### src/rtl/seq_divider_if.sv
// Request/result bundle for seq_divider: operands and start go in; busy, done and results come out.
interface seq_divider_if #(
  parameter int WIDTH = 16
);
  logic             start;
  logic [WIDTH-1:0] numer;
  logic [WIDTH-1:0] denom;
  logic             busy;
  logic             done;
  logic [WIDTH-1:0] quotient;
  logic [WIDTH-1:0] remain;
  logic             divzero;

  modport master (
    output start, numer, denom,
    input  busy, done, quotient, remain, divzero
  );

  modport slave (
    input  start, numer, denom,
    output busy, done, quotient, remain, divzero
  );
endinterface

### src/rtl/seq_divider.sv
// Signed sequential divider: radix-2 restoring division on magnitudes, one bit per cycle,
// truncating toward zero, with a sign-fixup cycle before results are published.
module seq_divider #(
  parameter int WIDTH = 16
) (
  input  logic         clock,
  input  logic         resetn,
  seq_divider_if.slave bus
);

  localparam int CW = $clog2(WIDTH + 1);

  typedef enum logic [1:0] {
    IDLE = 2'd0,
    RUN  = 2'd1,
    FIX  = 2'd2
  } state_e;

  state_e           state_q, state_d;
  logic [CW-1:0]    cnt_q, cnt_d;
  logic [WIDTH-1:0] rem_q, rem_d;
  logic [WIDTH-1:0] acc_q, acc_d;
  logic [WIDTH-1:0] den_q, den_d;
  logic             num_neg_q, num_neg_d;
  logic             den_neg_q, den_neg_d;
  logic             dz_q, dz_d;
  logic [WIDTH-1:0] quotient_q, quotient_d;
  logic [WIDTH-1:0] remain_q, remain_d;
  logic             divzero_q, divzero_d;
  logic             done_q, done_d;

  // One extra bit so the trial subtraction's borrow is visible; magnitudes of
  // -2^(WIDTH-1) are held as unsigned 2^(WIDTH-1), which still fits in WIDTH bits.
  logic [WIDTH:0]   trial;
  logic [WIDTH:0]   diff;

  assign trial = {rem_q, acc_q[WIDTH-1]};
  assign diff  = trial - {1'b0, den_q};

  always_comb begin
    // NOTE: every signal assigned here gets a default first, so no path leaves
    // one unassigned and no latch is inferred.
    state_d    = state_q;
    cnt_d      = cnt_q;
    rem_d      = rem_q;
    acc_d      = acc_q;
    den_d      = den_q;
    num_neg_d  = num_neg_q;
    den_neg_d  = den_neg_q;
    dz_d       = dz_q;
    quotient_d = quotient_q;
    remain_d   = remain_q;
    divzero_d  = divzero_q;
    done_d     = 1'b0;

    unique case (state_q)
      IDLE: begin
        if (bus.start) begin
          num_neg_d = bus.numer[WIDTH-1];
          den_neg_d = bus.denom[WIDTH-1];
          acc_d     = bus.numer[WIDTH-1] ? -bus.numer : bus.numer;
          den_d     = bus.denom[WIDTH-1] ? -bus.denom : bus.denom;
          dz_d      = (bus.denom == '0);
          rem_d     = '0;
          cnt_d     = CW'(WIDTH);
          state_d   = RUN;
        end
      end

      RUN: begin
        // Keep the subtraction only when it did not borrow; the quotient bit
        // shifts into the vacated low end of the dividend register.
        rem_d = diff[WIDTH] ? trial[WIDTH-1:0] : diff[WIDTH-1:0];
        acc_d = {acc_q[WIDTH-2:0], ~diff[WIDTH]};
        cnt_d = cnt_q - CW'(1);
        if (cnt_q == CW'(1)) state_d = FIX;
      end

      FIX: begin
        // With a zero divisor the remainder register ends up holding |numer|,
        // so the normal sign fixup already returns numer itself.
        if (dz_q)                       quotient_d = '1;
        else if (num_neg_q ^ den_neg_q) quotient_d = -acc_q;
        else                            quotient_d = acc_q;
        remain_d  = num_neg_q ? -rem_q : rem_q;
        divzero_d = dz_q;
        done_d    = 1'b1;
        state_d   = IDLE;
      end

      default: state_d = IDLE;
    endcase
  end

  // NOTE: state registers use non-blocking assignments so every flop samples
  // the pre-edge values regardless of statement order.
  always_ff @(posedge clock or negedge resetn) begin
    if (!resetn) begin
      state_q    <= IDLE;
      cnt_q      <= '0;
      rem_q      <= '0;
      acc_q      <= '0;
      den_q      <= '0;
      num_neg_q  <= 1'b0;
      den_neg_q  <= 1'b0;
      dz_q       <= 1'b0;
      quotient_q <= '0;
      remain_q   <= '0;
      divzero_q  <= 1'b0;
      done_q     <= 1'b0;
    end else begin
      state_q    <= state_d;
      cnt_q      <= cnt_d;
      rem_q      <= rem_d;
      acc_q      <= acc_d;
      den_q      <= den_d;
      num_neg_q  <= num_neg_d;
      den_neg_q  <= den_neg_d;
      dz_q       <= dz_d;
      quotient_q <= quotient_d;
      remain_q   <= remain_d;
      divzero_q  <= divzero_d;
      done_q     <= done_d;
    end
  end

  assign bus.busy     = (state_q != IDLE);
  assign bus.done     = done_q;
  assign bus.quotient = quotient_q;
  assign bus.remain   = remain_q;
  assign bus.divzero  = divzero_q;

endmodule
### src/flat_wrapper.sv
// flat-port wrapper written by rule: the top's interface ports become plain ports
module seq_divider_flat 
#(
  parameter int WIDTH = 16
)
  (clock, resetn, bus_start, bus_numer, bus_denom, bus_busy, bus_done, bus_quotient, bus_remain, bus_divzero);
  seq_divider_if #(.WIDTH(WIDTH)) bus_i ();
  input  logic clock;
  input  logic resetn;
  input wire logic [$bits(bus_i.start)-1:0] bus_start;
  input wire logic [$bits(bus_i.numer)-1:0] bus_numer;
  input wire logic [$bits(bus_i.denom)-1:0] bus_denom;
  output wire logic [$bits(bus_i.busy)-1:0] bus_busy;
  output wire logic [$bits(bus_i.done)-1:0] bus_done;
  output wire logic [$bits(bus_i.quotient)-1:0] bus_quotient;
  output wire logic [$bits(bus_i.remain)-1:0] bus_remain;
  output wire logic [$bits(bus_i.divzero)-1:0] bus_divzero;
  assign bus_i.start = bus_start;
  assign bus_i.numer = bus_numer;
  assign bus_i.denom = bus_denom;
  assign bus_busy = bus_i.busy;
  assign bus_done = bus_i.done;
  assign bus_quotient = bus_i.quotient;
  assign bus_remain = bus_i.remain;
  assign bus_divzero = bus_i.divzero;
  seq_divider #(.WIDTH(WIDTH)) u_core (.clock(clock), .resetn(resetn), .bus(bus_i));
endmodule
### config.mk
export PLATFORM = sky130hd
export DESIGN_NAME = seq_divider_flat
export DESIGN_NICKNAME = d
export VERILOG_FILES = /design/src/rtl/seq_divider_if.sv /design/src/rtl/seq_divider.sv /design/src/flat_wrapper.sv
export SDC_FILE = /design/constraint.sdc
export NUM_CORES = 1
export LEC_CHECK = 0
export CAP_MARGIN = 20
export CORE_MARGIN = 5
export CORE_UTILIZATION = 40
export DETAILED_ROUTE_END_ITERATION = 12
export PLACE_DENSITY = 0.64
export REMOVE_ABC_BUFFERS = 1
export SLEW_MARGIN = 10
export SYNTH_ARGS = -nofsm -noshare
export SYNTH_HDL_FRONTEND = slang
export SYNTH_SLANG_ARGS = --single-unit
### constraint.sdc
create_clock -name clock -period 3.6 [get_ports clock]
set_input_delay 0.9 -clock clock [delete_from_list [all_inputs] [get_ports clock]]
set_output_delay 0.9 -clock clock [all_outputs]
set_load 0.02 [all_outputs]
# Yosys cells after proc, flatten, opt, wreduce, memory -nomap -nowiden
# Cells that the tools add are included.
# W data, S select, Z words.
[totals]
regBits = 92
in_bits = 35
output_inout_bits = 35
word_cells = 48
[op_classes]
add_sub_neg = 6
n_reduce_logical = 7
bitwise = 2
n_mux = 16
eq_ne = 5
[ops]
columns = ["cell", "n"]
rows = [
  ["$mux W16", 8],
  ["$neg A16 Y16", 4],
  ["$pmux W16 S2", 2],
  ["$sub A17 B16 Y17", 1],
  ["$logic_not A16 Y1", 1],
  ["$pmux W5 S2", 1],
  ["$reduce_and A2 Y1", 3],
  ["$eq A5 B1 Y1 const B", 1],
  ["$mux W5", 1],
  ["$sub A5 B1 Y5 const B", 1],
  ["$mux W2", 2],
  ["$pmux W2 S2", 1],
  ["$reduce_bool A2 Y1", 2],
  ["$eq A2 B1 Y1 const B", 1],
  ["$eq A2 B2 Y1 const B", 1],
  ["$logic_not A2 Y1", 1],
  ["$ne A2 B1 Y1 const B", 1],
  ["$ne A2 B2 Y1 const B", 1],
  ["$mux W1", 1],
  ["$not A1 Y1", 1],
  ["$xor A1 B1 Y1", 1],
]

# Longest topological paths before layout
[depth]
depth_word = 4
mapped_depth = 12
mapped_depth_nobuf = 11

# Least setup slack after synthesis
# OpenSTA, ideal clock, no wires.
[synth_path]
kind = "reg-to-reg"
startpoint = "reg u_core.acc_q[15]"
endpoint = "reg u_core.rem_q[12]"
stages_incl_launch_ff = 13
setup_ns = 0.133
t_arrival_ns = 2.659
n_path_buf = 1
slack_ns = 0.808
required_ns = 3.467
synth_period_minus_slack_ns = 2.792
path_cell_list = "dfrtp_1 inv_1 ha_1 fa_1 nor2b_1 o2111ai_1 a2111oi_1 o31ai_1 a21oi_1 xor2_1 buf_2 mux2i_1 o21ai_0"
[synth_between]
elab_chain_cells = 3
[synth_lines]
columns = ["element", "line", "source"]
rows = [
  ["from (decl)", "seq_divider.sv:22", "logic [WIDTH-1:0] acc_q, acc_d;"],
  ["from (signal assigned)", "seq_divider.sv:102", "acc_q <= '0;"],
  ["from (signal assigned)", "seq_divider.sv:115", "acc_q <= acc_d;"],
  ["$sub A17 B16 Y17", "seq_divider.sv:38", "assign diff = trial - {1'b0, den_q};"],
  ["$mux W16", "seq_divider.sv:73", "rem_d = diff[WIDTH] ? trial[WIDTH-1:0] : diff[WIDTH-1:0];"],
  ["$pmux W16 S2", "seq_divider.sv:56", "unique case (state_q)"],
  ["to (signal assigned)", "seq_divider.sv:114", "rem_q <= rem_d;"],
  ["to (decl)", "seq_divider.sv:21", "logic [WIDTH-1:0] rem_q, rem_d;"],
]
# No other way between the ends.
# A chain may end at the register's enable or synchronous reset.

# Final worst setup path
[layout_path]
startpoint = "reg u_core.acc_q[15]"
endpoint = "reg u_core.rem_q[8]"
# Same word-level chain as after synthesis.

==> results by stage <==
STA:
- The post-layout minimum cycle time is 3260 ps.
- The worst setup skew after layout is 6.41 ps.
- Setup repair after global routing left no endpoint under its margin.
- The number of pins exceeding their max-slew limit in the final report was 0.
- The setup total negative slack is 0 ps.
- Static timing analysis puts the maximum clock frequency at 0.307 GHz.
- The final critical-path setup slack is 344 ps.
- The period utilization is 0.904.
- Headroom to the max-slew limit came out at 0.524.
- The number of endpoints failing setup at the final stage is 0.
- The number of endpoints with negative hold slack in the final report is 0.
- The measured slew at the worst slew-check pin is 711 ps.

Status:
- The flow ran to the end, and the final reports show no timing, DRC or antenna violations.

Logic synthesis:
- The area of the mapped netlist is 5560 um^2.
- During synthesis, Yosys emitted a total of 0 warnings.
- The cell count after synthesis is 631.
- Ranked by instance count, the synthesized netlist is headed by nand2_1 (97), dfrtp_1 (92), o21ai_0 (79), xor2_1 (46), a21oi_1 (33).
- Of the total synthesized cell area, the portion taken by XOR and XNOR cells is 0.106.
- The compound-cell area share of the yosys netlist is 0.193.
- By area the synthesized netlist is led by dfrtp_1 (41%), xor2_1 (7.3%), o21ai_0 (7.1%).
- In this run, synthesis inferred 0 flip-flops with an integrated enable.
- Of the post-synthesis cell area, the dominant cell type holds 0.414.
- The synthesis-stage register bit count is 92.
- The synthesized netlist contains 50 unique library cells.
- The adder-cell share of the synthesized area is 0.0532.
- The post-synthesis area per instance is 8.80 um^2.
- The fraction of registers with async set/reset is 1.00.
- The sequential-to-total area share from yosys stat is 0.414.
- In the post-synthesis netlist, the cell with the most instances is nand2_1.
- After synthesis, the share of cell area in mux cells is 0.0270.
- The simple-gate area share of the yosys netlist is 0.163.
- The biggest area contributor in the post-synthesis netlist is dfrtp_1.
- By area, the combinational part of the netlist is dominated by compound AO/OA/AOI/OAI gates.
- The main flop type after synthesis is dfrtp_1.

Critical path:
- Setup slack on the worst reg-to-reg path comes out at 340 ps.
- STA classifies the critical path startpoint as a register.
- The largest individual stage delay along the critical path comes from the cell a2111oi_1.
- The critical path arrival is 3450 ps.
- The element type at the critical path end is a register.
- The reg-to-reg endpoint is u_core.rem_q[8].
- The worst reg2reg path startpoint is u_core.acc_q[15].
- Traced cell by cell, the critical path runs through inv_1 > ha_1 > fa_1 > nor2b_1 > o2111ai_1 > a2111oi_1 > o31ai_1 > a21oi_1 > xor2_1 > buf_12 > mux2i_1 > o21ai_0.
- For the worst setup path, the data required time is 3800 ps.
- The peak fanout along the critical path is 20.
- The delay of the slowest cell on the worst path is 560 ps.
- Counting cells, the worst reg-to-reg path comes to 12.
- The critical path is of the register to register type.

Layout:
- The area added between synthesis and finish is 20.8%.
- The fraction of final layout cells sized beyond drive strength 1 is 0.0404.
- The antenna cell count is 0.
- The filler cells instantiated in the layout total 1,338.
- The total number of nets in the final design is 747.
- The post-route non-filler standard cell count is 873.

Floorplanning:
- The number of standard-cell rows in the floorplan is 43.
- The overall die height is 128 um.
- The floorplan step set the die width to 128 um.
- The starting density of the core is 0.403.
- In this run the standard cell core region covers 13,800 um^2.
- For this design the top-level I/O count stands at 70.
- The full die area is 16,300 um^2.

Routing:
- The routed length per instance is 14.6 um.
- The number of vias per cell after detailed routing is 5.25.
- In the routed design, unresolved DRC markers number 0.
- Across all layers, the routed design uses 4,583 vias.
- The count of routing violations after the opening detailed-route iteration is 274.
- The total wire length is 12.7 mm.
- In this run the remaining antenna-violating nets after routing total 0.
- The first TritonRoute pass finished after 4 iterations.

Hold path:
- The worst hold path terminates at u_core.bus.quotient[0].
- The number of cells on the worst hold path is 2.
- The startpoint of the lowest-slack hold path is u_core.bus.quotient[0].
- The worst min-delay path category is register to register.

CTS:
- The count of clock tree sinks is 92.
- CTS built an H-tree with a depth of 3.
- The latest clock arrival within the worst-skew pair is 340 ps.
- Counting along the longest clock path gives a buffer depth of 2.
- The post-CTS repair timing setup buffer count is 0.
- The CTS root buffer is clkbuf_16.
- The number of buffers added by the clock tree synthesis step is 9.
- After clock tree synthesis, the clock-pin slew on the worst setup and hold paths is 60 ps.
- After clock tree synthesis, the flow added hold-fix buffers numbering 0.
- The number of gates resized after cts is 0.
- TritonCTS built the clock tree.

Global routing:
- For this run the aggregate overflow at the end of global routing stands at 0.
- For this run, the total global-route usage over all layers was measured as 0.159.
- The first global-routing pass estimated 21.5 mm of wire.
- The via count of the first global-routing pass is 4,470.
- The pin count of the biggest net entering global routing is 44.
- The initial antenna violation count is 0.

Place:
- OpenSTA, run right after detailed placement, puts the worst setup slack at 275 ps.
- At the end of routability-driven placement, the weighted congestion stood at 0.833.
- Port buffering added 69 buffers.
- Counting tap cells, the placed design contains a total of 858 instances.
- The HPWL after detailed placement is 9.75 mm.

Power and ir drop:
- The cell area power density is 1030 nW/um^2.
- The leakage power of the design is 2.96 nW.
- The maximum resistive drop on vdd is 0.000366 V.

Job:
- Max-cap violations in this run came to 0.
## cells by family after synthesis
logic type                 after synthesis
xor gates and xnor gates                67
AOI/OAI and AO/OA                      176
and+or+nand+nor                        196
adders and majority gates               23
muxes                                   15
DFF                                     92
buffers and inverters                   62
## layout by cell type (no fill, tap or decap), drive strengths merged, types with 7 or more instances in the layout
cell type / synthesis / routed
nand2: 97 / 97
clkdlybuf4s50: 0 / 68
mux2i: 15 / 15
nor2: 32 / 32
ha: 22 / 22
dfrtp: 92 / 92
o31ai: 14 / 14
clkbuf: 26 / 11
o41ai: 7 / 7
or3: 9 / 9
xnor2: 21 / 21
nand2b: 10 / 10
or4: 8 / 8
xor2: 46 / 46
a22oi: 14 / 14
nand3: 13 / 13
inv: 32 / 34
a21oi: 33 / 33
o21ai: 80 / 80
nor3: 8 / 8
buf: 3 / 8
## worst max-delay path by stage
stage	from	end	depth (start not counted)
finish	u_core.acc_q[15]	u_core.rem_q[8]	12
floorplan	u_core.acc_q[15]	u_core.rem_q[0]	11
detailed placement	bus_denom[0]	u_core.den_q[14]	10
global route	u_core.acc_q[15]	u_core.rem_q[3]	12
CTS	u_core.acc_q[15]	u_core.rem_q[14]	12
global placement	bus_denom[1]	u_core.den_q[14]	10
## report_power, final
| group | switching, mW | total, mW | internal, mW |
|---|---|---|---|
| clock network | 0.401 | 0.961 | 0.560 |
| logic | 2.09 | 3.88 | 1.79 |
| registers | 0.526 | 2.04 | 1.51 |
## routing by layer
layer	GRT usage	share of wire	vias to the layer above
li1	-	-	2318
met1	0.222	0.50	2161
met2	0.257	0.45	95
met3	0.0283	0.048	9
met4	0.0400	0.011	0
met5	0	0	-
## state kept, by name, indices dropped and copies added (netlist names)
name                 count
u_core.acc_q            16
u_core.bus.divzero       1
u_core.bus.done          1
u_core.bus.quotient     16
u_core.bus.remain       16
u_core.cnt_q             5
u_core.den_neg_q         1
u_core.den_q            16
u_core.dz_q              1
u_core.num_neg_q         1
u_core.rem_q            16
u_core.state_q           2
## metrics by stage
step | hold WS (ps) | power [mW] | area (um^2) | util
global route | 502 | 7.50 | 6710 | 0.487
CTS | 475 | 6.92 | 6710 | 0.487
finish | 468 | 6.88 | 6710 | 0.487
floorplan | 446 | 4.70 | 5430 | -
detailed placement | 460 | 5.93 | 6410 | 0.466
global placement | 458 | 5.80 | 6410 | 0.466
## critical path, delay by kind of cell, from the launching register on
| kind | cells | cell delay (ps) |
|---|---|---|
| AND/OR/NAND/NOR | 1 | 190 |
| XOR/XNOR | 1 | 260 |
| buffers and inverters | 2 | 290 |
| multiplexers | 1 | 220 |
| AO/OA/AOI/OAI | 5 | 1150 |
| flip-flops | 1 | 370 |
| adder cells (fa/ha/maj) | 2 | 630 |
## cell type report
class                      count  area, um^2  area share
clock buffer                  11         243      0.0362
clock inverter                 4        56.3     0.00839
inverter                      33         124      0.0185
multi-input combinational    477        3010       0.448
sequential                    92        2300       0.343
tap                          180         225      0.0336
timing repair buffer          76         753       0.112
Note: power is estimated with default switching activity, not from simulation.
